## config.mk

```make
export PLATFORM = sky130hd
export DESIGN_NAME = image_feed
export DESIGN_NICKNAME = d
export VERILOG_FILES = /design/src/rtl/image_feed.sv
export SDC_FILE = /design/constraint.sdc
export NUM_CORES = 1
export LEC_CHECK = 0
export ABC_AREA = 0
export CAP_MARGIN = 25
export CORE_ASPECT_RATIO = 0.6
export CORE_MARGIN = 5
export CORE_UTILIZATION = 55
export DETAILED_ROUTE_END_ITERATION = 16
export GPL_TIMING_DRIVEN = 1
export PLACE_DENSITY = 0.91
export SYNTH_ARGS = -nofsm -noshare
export SYNTH_HDL_FRONTEND = slang
export SYNTH_SLANG_ARGS = --single-unit
```

## constraint.sdc

```tcl
create_clock -name clk -period 7.89 [get_ports clk]
set_input_delay 0.789 -clock clk [delete_from_list [all_inputs] [get_ports clk]]
set_output_delay 0.789 -clock clk [all_outputs]
set_load 0.005 [all_outputs]
```

## src/rtl/image_feed.sv

```systemverilog
// Kernel-window pixel streamer: buffer reads -> 4-entry FIFO -> image stream.
// Optional IMAGE_FEED_STALL_CNT_EN adds a saturating stall_cnt output.
`timescale 1ns/1ps
module image_feed #(
    parameter int CFG_DWIDTH    = 32,
    parameter int CFG_AWIDTH    = 5,
    parameter int CFG_FEED_ADDR = 6,
    parameter int GROUP_NB      = 4,
    parameter int IMG_WIDTH     = 16,
    parameter int MEM_AWIDTH    = 16
) (
    input  logic                          clk,
    input  logic                          rst,
    input  logic [CFG_DWIDTH-1:0]         cfg_data,
    input  logic [CFG_AWIDTH-1:0]         cfg_addr,
    input  logic                          cfg_valid,
    input  logic                          start,
    input  logic [MEM_AWIDTH-1:0]         start_addr,
    output logic                          busy,
    output logic                          done,
    output logic                          rd_en,
    output logic [MEM_AWIDTH-1:0]         rd_addr,
    input  logic [GROUP_NB*IMG_WIDTH-1:0] rd_data,
    output logic [GROUP_NB*IMG_WIDTH-1:0] image_bus,
    output logic                          image_val,
    output logic                          image_last,
    input  logic                          image_rdy
`ifdef IMAGE_FEED_STALL_CNT_EN
    ,
    output logic [31:0]                   stall_cnt
`endif
);

    localparam int DW = GROUP_NB * IMG_WIDTH;

    typedef enum logic [1:0] {IDLE, FETCH, DRAIN, DONE} state_t;

    state_t                state_q, state_d;
    logic [MEM_AWIDTH-1:0] stride_s, stride_q;
    logic [7:0]            kw_s, kh_s, kw_q, kh_q;
    logic [MEM_AWIDTH-1:0] row_base_q, row_base_d;
    logic [MEM_AWIDTH-1:0] col_addr_q, col_addr_d;
    logic [7:0]            col_q, col_d, row_q, row_d;
    logic                  v1_q, v2_q, l1_q, l2_q;
    logic [1:0]            wp_q, rp_q;
    logic [2:0]            count_q;
    logic [2:0]            credits;
    logic [DW-1:0]         dat_mem [4];
    logic                  lst_mem [4];
    logic                  start_ok, last_rd, xfer, head_last;

    always_ff @(posedge clk) begin
        if (cfg_valid && cfg_addr == CFG_AWIDTH'(CFG_FEED_ADDR)) begin
            stride_s <= cfg_data[16 +: MEM_AWIDTH];
            kh_s     <= cfg_data[15:8];
            kw_s     <= cfg_data[7:0];
        end
    end

    assign start_ok = (state_q == IDLE) && start;

    // Working geometry is frozen per window; zero sizes mean one.
    always_ff @(posedge clk) begin
        if (start_ok) begin
            stride_q <= stride_s;
            kw_q     <= (kw_s == 8'd0) ? 8'd1 : kw_s;
            kh_q     <= (kh_s == 8'd0) ? 8'd1 : kh_s;
        end
    end

    assign credits   = count_q + {2'b00, v1_q} + {2'b00, v2_q};
    assign rd_en     = (state_q == FETCH) && (credits < 3'd4);
    assign rd_addr   = col_addr_q;
    assign last_rd   = (col_q == kw_q - 8'd1) && (row_q == kh_q - 8'd1);
    assign image_val = (count_q != 3'd0);
    assign image_bus = dat_mem[rp_q];
    assign head_last = lst_mem[rp_q];
    assign image_last = image_val && head_last;
    assign xfer      = image_val && image_rdy;
    assign busy      = (state_q != IDLE);
    assign done      = (state_q == DONE);

    always_comb begin
        state_d    = state_q;
        row_base_d = row_base_q;
        col_addr_d = col_addr_q;
        col_d      = col_q;
        row_d      = row_q;
        unique case (state_q)
            IDLE: begin
                if (start) begin
                    state_d    = FETCH;
                    row_base_d = start_addr;
                    col_addr_d = start_addr;
                    col_d      = 8'd0;
                    row_d      = 8'd0;
                end
            end
            FETCH: begin
                if (rd_en) begin
                    if (col_q == kw_q - 8'd1) begin
                        col_d      = 8'd0;
                        row_d      = row_q + 8'd1;
                        row_base_d = row_base_q + stride_q;
                        col_addr_d = row_base_q + stride_q;
                    end else begin
                        col_d      = col_q + 8'd1;
                        col_addr_d = col_addr_q + 1'b1;
                    end
                    if (last_rd) state_d = DRAIN;
                end
            end
            DRAIN: begin
                // The tagged beat is the final datum, so its transfer drains all.
                if (!v1_q && !v2_q && count_q == 3'd1 && xfer && head_last)
                    state_d = DONE;
            end
            DONE: state_d = IDLE;
            default: state_d = IDLE;
        endcase
    end

    always_ff @(posedge clk) begin
        if (rst) begin
            state_q    <= IDLE;
            row_base_q <= '0;
            col_addr_q <= '0;
            col_q      <= '0;
            row_q      <= '0;
            v1_q       <= 1'b0;
            v2_q       <= 1'b0;
            l1_q       <= 1'b0;
            l2_q       <= 1'b0;
            wp_q       <= '0;
            rp_q       <= '0;
            count_q    <= '0;
        end else begin
            state_q    <= state_d;
            row_base_q <= row_base_d;
            col_addr_q <= col_addr_d;
            col_q      <= col_d;
            row_q      <= row_d;
            v1_q       <= rd_en;
            l1_q       <= rd_en && last_rd;
            v2_q       <= v1_q;
            l2_q       <= l1_q;
            wp_q       <= wp_q + {1'b0, v2_q};
            rp_q       <= rp_q + {1'b0, xfer};
            count_q    <= count_q + {2'b00, v2_q} - {2'b00, xfer};
        end
    end

    always_ff @(posedge clk) begin
        if (v2_q) begin
            dat_mem[wp_q] <= rd_data;
            lst_mem[wp_q] <= l2_q;
        end
    end

`ifdef IMAGE_FEED_STALL_CNT_EN
    logic [31:0] stall_q;

    always_ff @(posedge clk) begin
        if (rst)
            stall_q <= '0;
        else if (start_ok)
            stall_q <= '0;
        else if (image_val && !image_rdy && !(&stall_q))
            stall_q <= stall_q + 32'd1;
    end

    assign stall_cnt = stall_q;
`endif

endmodule
```

Word-level counts from Yosys, hierarchy flattened
Memories as Yosys holds them, arrays and structs flattened. A register that Yosys moved wholly into a read port is not among the register bits. Index checks and enable logic that the tools add are counted.

Add/subtract/negate cells: 12. $lt $le $gt $ge: 1. Eq/ne operators: 12. Mux-type cells: 23. Reduce and logical (&&, ||, !) cells: 22.

Operators by type and width (count): 16-bit 2-to-1 mux (5); 16-bit one-hot mux with 2 select lines (2); 8-bit 2-to-1 mux (5); 8-bit one-hot mux with 2 select lines (2); 16-bit by 1-bit adder with 16-bit output (second input constant) (1); 16-bit adder (1); 8-bit by 1-bit adder with 8-bit output (second input constant) (2); 8-bit equality test (2); 8-bit logical NOT (2); 8-bit by 1-bit subtractor with 8-bit output (second input constant) (2); 2-bit 2-to-1 mux (6); 1-bit logical AND (11); 3-bit by 1-bit adder with 3-bit output (3); 2-bit inequality test (second input constant) (4); 2-bit one-hot mux with 4 select lines (1); 4-bit AND reduction (2); 5-bit by 3-bit equality test with 1-bit output (second input constant) (1); 2-bit by 1-bit adder with 2-bit output (2); 2-bit equality test (second input constant) (2); 2-bit nonzero test (2); 3-bit by 1-bit equality test with 1-bit output (second input constant) (1); 3-bit less-than comparator (second input constant) (1); 3-bit AND reduction (1); 3-bit nonzero test (1); 6 further kinds (8).

Register bits: 125. Memory bits (writable): 260. Input bits: 122. Output and inout bits: 85. Logic and storage cells: 90. Memories kept: 2.

Memory list: dat_mem (depth 4, bits a word 64, rd ports 1, clocked after Yosys merged registers in 1, wr ports 1, line 48) `logic [DW-1:0] dat_mem [4];`; lst_mem (depth 4, bits a word 1, rd ports 1, clocked after Yosys merged registers in 1, wr ports 1, line 49) `logic lst_mem [4];`.

Depth between registers and ports, before layout
Gate-level depths: netlist (run 1).

Depth in word-level cells: 7. Depth in mapped cells: 11. Gate-level depth less buffers: 10.

Least setup slack after synthesis (run 1)
OpenSTA, ideal clock, no wires.

Path kind: register to register. Start: reg v2_q. End: mem dat_mem[0][0] (netlist name), enable pin. Setup time: 0.581 ns. Arrival: 5.203 ns. Required time: 7.309 ns. Path slack: 2.106 ns. Cell stages (with the launch flop): 2. Buffers on the path: 0. Clock period less this slack: 5.784 ns. Cells stage by stage: dfxtp_1 > nor3b_1.

Word-level cells in the longest chain between the ends: 2.

Ends and longest elaborated chain: start, declared (line 44) `logic v1_q, v2_q, l1_q, l2_q;`; start signal, assigned (line 145) `v2_q <= v1_q;`; 1-bit 2-to-1 mux (line 154) `if (v2_q) begin`; 1-bit 2-to-1 mux (implied by the code) (line 155) `dat_mem[wp_q] <= rd_data;`; end, declared (line 48).

No other way between the ends.

==> impl_metrics.csv, run 1 <==
group,metric,value,unit
run_status,status,"finished clean",
floorplanning,die_y,141,µm
global_route,grtUsageMet2,34.5,%
power_and_ir_drop,cellPowerDensity,302,nW/µm²
synthesis,async_reset_ff_share,0,%
synthesis,yosysSeqAreaShare,69.4,%
detailed_routing,vias,9471,
floorplanning,start_util,55.3,%
detailed_routing,drc_errors,0,
clock_network,cts.sinks,385,
synthesis,ys_ff_latch,385,
critical_path,crit_type,"reg2out",
critical_path,timing.rr.end,"row_base_q[6]$_SDFFE_PP0P_",
power_and_ir_drop,p_leak,6.46,nW
critical_path,r2r_slack,4.91,ns
synthesis,syn_avg_cell_area,16.0,µm²
power_and_ir_drop,power.internal,4.18,mW
power_and_ir_drop,power_frac_comb,27.6,%
critical_path,cp_max_fo,37,
worst_hold_path,holdPathStages,0,
critical_path,end_kind,"output port",
clock_network,ctsHoldBuffers,0,
worst_hold_path,worstHoldPathType,"reg2reg",
critical_path,r2r_cells,9,
global_route,use_met1,31.3,%
placed_design,gp_congestion,0.885,
synthesis,ys_types,66,
power_and_ir_drop,switchingPower,1.68,mW
detailed_routing,viasPerCell,5.93,
critical_path,cp-startpoint,"rp_q[0]$_SDFF_PP0_",
sta,hold_violations,0,
synthesis,synth_area,15800,µm²
detailed_routing,drt_wl_total,35400,µm
detailed_routing,final_antenna_net_count,0,
detailed_routing,dr.first_iter.drc_count,963,
sta,rsz0062_at_grt,"false",
clock_network,cts_buffers,35,
global_route,use_met3,4.39,%
global_route,grt-ovfl-total,0,
floorplanning,rows,48,
worst_hold_path,hold-path-endpoint,"stride_q[13]$_DFFE_PP_",
sta,slew_headroom,33.8,%
worst_hold_path,min-delay-start,"stride_s[13]$_DFFE_PP_",
global_route,track_usage,21.8,%
sta,period_minus_slack,3.90,ns
layout,fin_util,68.0,%
power_and_ir_drop,p_clk_share,29.4,%
floorplanning,core-area,28500,µm²
synthesis,netlist_instances,989,
sta,clock_skew,0.0231,ns
synthesis,ys_warn_count,0,
clock_network,clk_pin_slew,0.07,ns
global_route,top_usage_layer,"met2",
power_and_ir_drop,seqPwrFrac,42.9,%
power_and_ir_drop,sw_frac_of_total,28.7,%
power_and_ir_drop,max-vdd-ir-drop,212,µV
critical_path,critPathArrivalTime,3.11,ns
sta,setup_viol,0,
critical_path,rr_startpoint,"v2_q$_SDFF_PP0_",
global_route,grt_pass1_wl,55000,µm
sta,max_freq,256,MHz
critical_path,start_kind,"register",
clock_network,cts_tree,"done",
synthesis,synthFlopType,"edfxtp_1",
clock_network,cts_root_buf,"clkbuf_16",
global_route,antenna_found_initial,2,
layout,fillers,1816,
layout,fin_nets,1350,
floorplanning,dieArea,32300,µm²
clock_network,clk_path_buf_depth,3,
detailed_routing,wire_per_inst,22.2,µm
critical_path,crit_required,7.10,ns
sta,drv_slew,0,
clock_network,ctsHtreeMaxLevel,2,
placed_design,dp_hpwl,23400,µm
clock_network,worstSkewPairLatency,0.52,ns
synthesis,syn-num-nets,1143,
sta,tightest_slew,0.993,ns
placed_design,io_buffer_count,206,
layout,area_growth,23.0,%
flow_run,drv_cap,0,
sta,period_share,49.4,%
clock_network,cts_resized,0,
global_route,grt_pass1_vias,9472,
clock_network,post_cts_buffers,0,
detailed_routing,dr.pass1.iters,5,
floorplanning,io_pins,207,
sta,finalSetupTns,0,ns
synthesis,synth_edf_count,324,
layout,drive_gt1_share,12.5,%
floorplanning,die_w,229,µm
global_route,grt_max_degree,67,
[stage by stage]
step | hold slack [ns] | instances | area [µm²] | total power, mW | worst slack, ns
after CTS | 0.419 | 1596 | 19400 | 5.89 | 3.86
after global routing | 0.431 | 1598 | 19400 | 6.15 | 3.73
final | 0.422 | 1598 | 19400 | 5.86 | 3.99
after global placement | 0.406 | 1534 | 18200 | 4.08 | 4.49
after detailed placement | 0.405 | 1534 | 18200 | 4.16 | 4.44
after floorplan | 0.400 | 989 | 15800 | 3.48 | 2.11
[cells in the mapped netlist, types with 8 or more instances]
| master | instances | share of area, % |
|---|---|---|
| a211o_1 | 9 | 0.50 |
| a211oi_1 | 15 | 0.71 |
| a21o_1 | 8 | 0.38 |
| a21oi_1 | 37 | 1.2 |
| a31oi_1 | 12 | 0.48 |
| buf_1 | 13 | 0.31 |
| clkbuf_1 | 32 | 0.76 |
| dfxtp_1 | 61 | 7.7 |
| edfxtp_1 | 324 | 62 |
| ha_1 | 30 | 2.4 |
| inv_1 | 28 | 0.67 |
| mux4_2 | 65 | 9.3 |
| nand2_1 | 39 | 0.93 |
| nand2b_1 | 10 | 0.40 |
| nand3_1 | 21 | 0.67 |
| nand4_1 | 9 | 0.36 |
| nor2_1 | 73 | 1.7 |
| nor3_1 | 19 | 0.60 |
| o21a_1 | 9 | 0.43 |
| o21ai_0 | 32 | 1.0 |
| xnor2_1 | 27 | 1.5 |
| xor2_1 | 16 | 0.89 |
[worst max-delay path, stage by stage (launching register included)]
cell and delay (ns):
dfxtp_4 0.73, buf_4 0.69, mux4_2 0.63, clkdlybuf4s50_1 0.48
[layout make-up]
type	count	area [µm²]	area share [%]
inverter	28	105	0.542
clock inverter	24	265	1.37
tap	375	469	2.42
multi-input combinational	526	4540	23.4
clock buffer	38	897	4.62
sequential	385	11000	56.4
antenna	2	5.00	0.0258
timing repair buffer	220	2170	11.2
[worst max-delay path by stage]
| stage | endpoint | slack, ns | cells after the start |
|---|---|---|---|
| after detailed placement | image_bus[50] | 4.44 | 3 |
| after global routing | image_bus[55] | 3.73 | 3 |
| after floorplan | dat_mem[0][0]$_DFFE_PP_ | 2.11 | 1 |
| after global placement | image_bus[12] | 4.49 | 3 |
| final | image_bus[55] | 3.99 | 3 |
| after CTS | image_bus[50] | 3.86 | 3 |
[cell usage in the layout, fill, tap and decap left out, drive strengths merged, types with 5 or more instances in the layout]
cell type,netlist,final
nand2,39,39
dfxtp,61,61
nor3b,5,5
xnor2,27,27
a21oi,38,38
ha,30,30
o21a,9,9
buf,18,14
or3,7,7
clkinv,0,18
o21ai,34,34
o31ai,5,5
nand2b,10,10
clkdlybuf4s50,0,206
nand4,9,9
nand3,21,21
nor3,20,20
a211o,9,9
clkbuf,32,38
and3,7,7
nor2,74,74
a21o,8,8
a211oi,16,16
bufinv,0,5
mux4,65,65
nor4,5,5
inv,28,28
nor2b,7,7
edfxtp,324,324
xor2,16,16
a31oi,12,12
[registers in the layout (all words and copies together), names as in the netlist]
name and flops:
kw_s 8, kh_q 8, l1_q 1, stride_s 16, row_base_q 16, count_q 3
kw_q 8, stride_q 16, row_q 8, dat_mem 256, rd_addr 16, state_q 2
rp_q 2, l2_q 1, v2_q 1, v1_q 1, wp_q 2, col_q 8
lst_mem 4, kh_s 8
[power groups by stage]
stage	combinational (mW)	sequential, mW	clock [mW]
global placement	1.54	2.55	0
CTS	1.62	2.52	1.76
finish	1.62	2.51	1.72
floorplan	0.981	2.50	0
global route	1.74	2.54	1.86
detailed placement	1.60	2.56	0
[layer usage]
layer | wire (µm) | share of wire, %
met1 | 15000 | 42
met2 | 17100 | 48
met3 | 2520 | 7.1
met4 | 838 | 2.4
met5 | 0 | 0
[logic make-up after synthesis]
group / share of synthesized area, %
flops: 69.4
simple gates: 7.00
compound gates: 7.22
buf+inv: 1.94
mux: 9.41
xor+xnor: 2.39
fa+ha+maj: 2.63
Power figures use the tool's default switching activity.
==> run 2: changes to the inputs <==
Clock period 7.89 ns to 3.8 ns, I/O delays scaled along.
==> impl_metrics.csv, run 2 (same netlist as run 1, synthesis figures left out) <==
group,metric,value,unit
power_and_ir_drop,cellPowerDensity,621,nW/µm²
power_and_ir_drop,p_leak,6.47,nW
clock_network,cts_tree,"done",
layout,final_common_cell,"edfxtp_1",
clock_network,cts_root_buf,"clkbuf_16",
floorplanning,core-area,28500,µm²
critical_path,critPathArrivalTime,3.66,ns
layout,fin_area,19400,µm²
clock_network,clk_path_buf_depth,3,
sta,hold_violations,0,
sta,period_minus_slack,3.23,ns
floorplanning,rows,48,
sta,slew_headroom,30.6,%
global_route,antenna_found_initial,1,
placed_design,dp_hpwl,23400,µm
global_route,grt-ovfl-total,0,
global_route,grt_pass1_vias,9526,
critical_path,end_kind,"register",
detailed_routing,wire_per_inst,21.8,µm
floorplanning,io_pins,207,
power_and_ir_drop,p_clk_share,28.6,%
power_and_ir_drop,seqPwrFrac,42.9,%
detailed_routing,viasPerCell,5.93,
critical_path,crit_type,"reg2reg",
power_and_ir_drop,power_frac_comb,28.5,%
detailed_routing,dr.first_iter.drc_count,902,
critical_path,start_kind,"register",
layout,largest_register_ffs,256,
layout,top_register,"dat_mem",
sta,tightest_slew,1.04,ns
sta,drv_slew,0,
layout,fillers,1834,
clock_network,worstSkewPairLatency,0.52,ns
sta,layout_setup_ws,0.565,ns
detailed_routing,drc_errors,0,
sta,finalSetupTns,0,ns
flow_run,drv_cap,0,
critical_path,path_cells,"nor3_4, nand2_1, or4_4, a211o_1, a21oi_4, nor2_1, a211oi_1",
global_route,grt_pass1_wl,54400,µm
floorplanning,die_w,229,µm
placed_design,io_buffer_count,206,
detailed_routing,final_antenna_net_count,0,
layout,fin_nets,1356,
detailed_routing,vias,9497,
power_and_ir_drop,switchingPower,3.47,mW
run_status,status,"finished clean",
power_and_ir_drop,power.internal,8.61,mW
detailed_routing,dr.pass1.iters,7,
critical_path,crit_required,4.23,ns
clock_network,cts.sinks,385,
sta,period_share,85.1,%
sta,clock_skew,0.0181,ns
worst_hold_path,worstHoldPathType,"in2reg",
global_route,track_usage,21.4,%
critical_path,cpPeakStageDelay,0.71,ns
clock_network,ctsHoldBuffers,0,
placed_design,dpl_worst_slack,0.659,ns
floorplanning,dieArea,32300,µm²
clock_network,cts_resized,0,
sta,setup_viol,0,
placed_design,gp_congestion,0.901,
floorplanning,die_y,141,µm
sta,holdWs,0.415,ns
floorplanning,start_util,55.3,%
detailed_routing,drt_wl_total,34900,µm
global_route,grt_max_degree,66,
placed_design,dpl_cell_area,18300,µm²
sta,rsz0062_at_grt,"false",
sta,max_freq,309,MHz
clock_network,cts_buffers,36,
critical_path,cp_max_fo,25,
layout,layout_common_cells,"324 x edfxtp_1, 206 x clkdlybuf4s50_1, 72 x nor2_1",
layout,drive_gt1_share,12.7,%
clock_network,clk_pin_slew,0.07,ns
power_and_ir_drop,sw_frac_of_total,28.7,%
layout,area_growth,23.2,%
clock_network,ctsHtreeMaxLevel,2,
power_and_ir_drop,max-vdd-ir-drop,443,µV
clock_network,post_cts_buffers,0,
critical_path,slowest_stage,"a211o_1",
[run 2: final cells by class]
cell class / count / area [µm²] / share of cell area, %
multi-input cells: 526 / 4550 / 23.4
repair buffers: 225 / 2240 / 11.5
well taps: 375 / 469 / 2.41
diodes: 1 / 2.50 / 0.0129
clock inverters: 13 / 120 / 0.618
flip-flops and latches: 385 / 11000 / 56.4
inverters: 28 / 105 / 0.541
clock buffers: 48 / 987 / 5.08
[run 2: power groups by stage]
stage	clock network, mW	registers (mW)	logic [mW]
finish	3.45	5.18	3.44
global route	3.72	5.23	3.71
CTS	3.54	5.18	3.43
detailed placement	0	5.27	3.40
global placement	0	5.25	3.29
floorplan	0	5.18	2.04
[run 2: path summary, 6_finish.rpt]
| check | startpoint | end | slack [ns] | depth (start not counted) |
|---|---|---|---|---|
| max | kw_q[0]$_SDFFCE_PN1P_ | row_base_q[6]$_SDFFE_PP0P_ | 0.57 | 7 |
| max reg2reg | kw_q[0]$_SDFFCE_PN1P_ | row_base_q[6]$_SDFFE_PP0P_ | 0.57 | 7 |
| min | cfg_data[13] | kh_s[5]$_DFFE_PP_ | 0.42 | 1 |
| min reg2reg | stride_s[8]$_DFFE_PP_ | stride_q[8]$_DFFE_PP_ | 0.42 | 0 |
[run 2: through the flow]
step	power [mW]	utilization (%)	std cells
global placement	8.54	64.2	1539
detailed placement	8.66	64.2	1539
global route	12.7	68.1	1601
floorplan	7.22	-	989
finish	12.1	68.1	1601
CTS	12.1	68.1	1600
[run 2: worst max-delay path: cells and delay by family, from the launching register on]
kind / cells / cell delay [ns]
flip-flops: 1 / 0.46
AO/OA/AOI/OAI: 3 / 1.65
AND/OR/NAND/NOR: 4 / 1.03
[run 2: per-layer routing]
layer  global-route usage (%)  wire, µm  up-vias
li1                         -         -     4290
met1                     30.7     15000     4748
met2                     34.3     16700      397
met3                     4.11      2470       62
met4                     5.82       730        0
met5                        0         0        -
==> run 3: changes to the inputs <==
Settings changed: GPL_TIMING_DRIVEN 1 to 0.
==> impl_metrics.csv, run 3 (same netlist as run 1, synthesis figures left out) <==
group,metric,value,unit
layout,largest_register_ffs,256,
sta,rsz0062_at_grt,"false",
critical_path,critPathArrivalTime,3.11,ns
critical_path,crit_required,3.42,ns
detailed_routing,viasPerCell,5.98,
sta,slew_headroom,28.0,%
clock_network,cts.sinks,385,
power_and_ir_drop,p_leak,6.58,nW
clock_network,ctsHoldBuffers,0,
sta,drv_slew,0,
critical_path,r2r_slack,0.31,ns
layout,drive_gt1_share,12.2,%
global_route,antenna_found_initial,1,
clock_network,clk_pin_slew,0.07,ns
critical_path,end_kind,"output port",
power_and_ir_drop,total_power,12.4,mW
clock_network,worstSkewPairLatency,0.52,ns
critical_path,r2r_cells,8,
layout,fin_nets,1397,
power_and_ir_drop,cellPowerDensity,627,nW/µm²
worst_hold_path,worstHoldPathType,"in2reg",
global_route,grt_pass1_vias,9919,
flow_run,drv_cap,0,
clock_network,post_cts_buffers,0,
power_and_ir_drop,max-vdd-ir-drop,418,µV
worst_hold_path,holdPathStages,1,
detailed_routing,final_antenna_net_count,0,
layout,final_common_cell,"edfxtp_1",
worst_hold_path,min-delay-start,"cfg_data[25]",
layout,top_register,"dat_mem",
global_route,track_usage,22.8,%
placed_design,dpl_cell_area,18600,µm²
sta,clock_skew,0.0172,ns
floorplanning,dieArea,32300,µm²
sta,hold_violations,0,
sta,tightest_slew,1.07,ns
clock_network,cts_buffers,35,
floorplanning,rows,48,
run_status,status,"finished clean",
layout,layout_common_cells,"324 x edfxtp_1, 206 x clkdlybuf4s50_1, 72 x nor2_1",
detailed_routing,vias,9835,
critical_path,path_cells,"buf_1, clkdlybuf4s15_2, mux4_2, clkdlybuf4s50_1",
critical_path,cp_max_fo,10,
floorplanning,core-area,28500,µm²
placed_design,dp_hpwl,26200,µm
detailed_routing,drt_wl_total,37100,µm
floorplanning,io_pins,207,
critical_path,cpPeakStageDelay,0.58,ns
global_route,grt_max_degree,52,
detailed_routing,drc_errors,0,
layout,fin_area,19800,µm²
placed_design,gp_congestion,0.995,
clock_network,ctsHtreeMaxLevel,2,
clock_network,clk_path_buf_depth,3,
placed_design,io_buffer_count,206,
placed_design,dpl_worst_slack,0.492,ns
floorplanning,die_y,141,µm
sta,period_share,92.0,%
global_route,grt-ovfl-total,0,
detailed_routing,dr.first_iter.drc_count,929,
floorplanning,die_w,229,µm
sta,period_minus_slack,3.49,ns
layout,area_growth,25.5,%
worst_hold_path,hold-path-endpoint,"stride_s[9]$_DFFE_PP_",
sta,setup_viol,0,
layout,fillers,1887,
critical_path,crit_type,"reg2out",
detailed_routing,dr.pass1.iters,6,
critical_path,rr_startpoint,"v2_q$_SDFF_PP0_",
critical_path,start_kind,"register",
clock_network,cts_tree,"done",
global_route,grt_pass1_wl,57300,µm
critical_path,timing.rr.end,"col_q[1]$_SDFFE_PP0P_",
critical_path,slowest_stage,"clkdlybuf4s15_2",
floorplanning,start_util,55.3,%
detailed_routing,wire_per_inst,22.6,µm
sta,max_freq,286,MHz
clock_network,cts_root_buf,"clkbuf_16",
sta,layout_setup_ws,0.305,ns
run 3: cell type report:
cell class | instances | area [µm²] | area share [%]
clock inverters | 23 | 272 | 1.37
flip-flops and latches | 385 | 11000 | 55.3
inverters | 28 | 105 | 0.531
multi-input cells | 526 | 4550 | 23.0
well taps | 375 | 469 | 2.37
plain buffers | 50 | 233 | 1.18
clock buffers | 41 | 920 | 4.65
repair buffers | 217 | 2290 | 11.6
diodes | 1 | 2.50 | 0.0126
run 3: through the flow:
step / hold slack, ns / TNS (ns) / util, % / cells
2_1_floorplan: 0.400 / 0 / - / 989
3_3_place_gp: 0.402 / -253.05 / 64.2 / 1570
3_5_place_dp: 0.405 / 0 / 65.1 / 1581
4_1_cts: 0.393 / 0 / 69.4 / 1645
5_1_grt: 0.394 / 0 / 69.4 / 1646
6_report: 0.418 / 0 / 69.4 / 1646
run 3: how the worst max path moves through the flow:
stage                       startpoint                       end  slack, ns  cells past startpoint
floorplan              v2_q$_SDFF_PP0_   dat_mem[1][0]$_DFFE_PP_       0.11                      2
detailed placement  rp_q[0]$_SDFF_PP0_             image_bus[21]       0.49                      4
finish              rp_q[0]$_SDFF_PP0_             image_bus[50]       0.31                      4
global route        rp_q[0]$_SDFF_PP0_             image_bus[50]       0.03                      4
CTS                 rp_q[0]$_SDFF_PP0_             image_bus[56]      0.001                      4
global placement       v2_q$_SDFF_PP0_  dat_mem[1][54]$_DFFE_PP_      -1.81                      2
run 3: power by group:
| group | switching (mW) | leakage, nW | internal, mW |
|---|---|---|---|
| Combinational | 1.83 | 2.57 | 1.76 |
| Sequential | 0.255 | 3.44 | 4.91 |
| Clock | 1.50 | 0.580 | 2.15 |
run 3: per-layer routing:
metal	vias to the layer above	GRT usage (%)	share of wire, %
met4	0	5.57	1.9
met1	4935	32.1	42
met3	65	5.15	8.0
met5	-	0	0
met2	446	37.0	48
li1	4389	-	-
run 3: worst max-delay path, delay by kind of cell, from the launching register on:
| family | cells | cell delay [ns] |
|---|---|---|
| buffers and inverters | 3 | 1.63 |
| flip-flops | 1 | 0.39 |
| multiplexers | 1 | 0.58 |
run 3: timing repair:
action	in CTS	in global routing
cloned	0	0
gates resized for setup	8	4
endpoints found under the setup margin	33	20
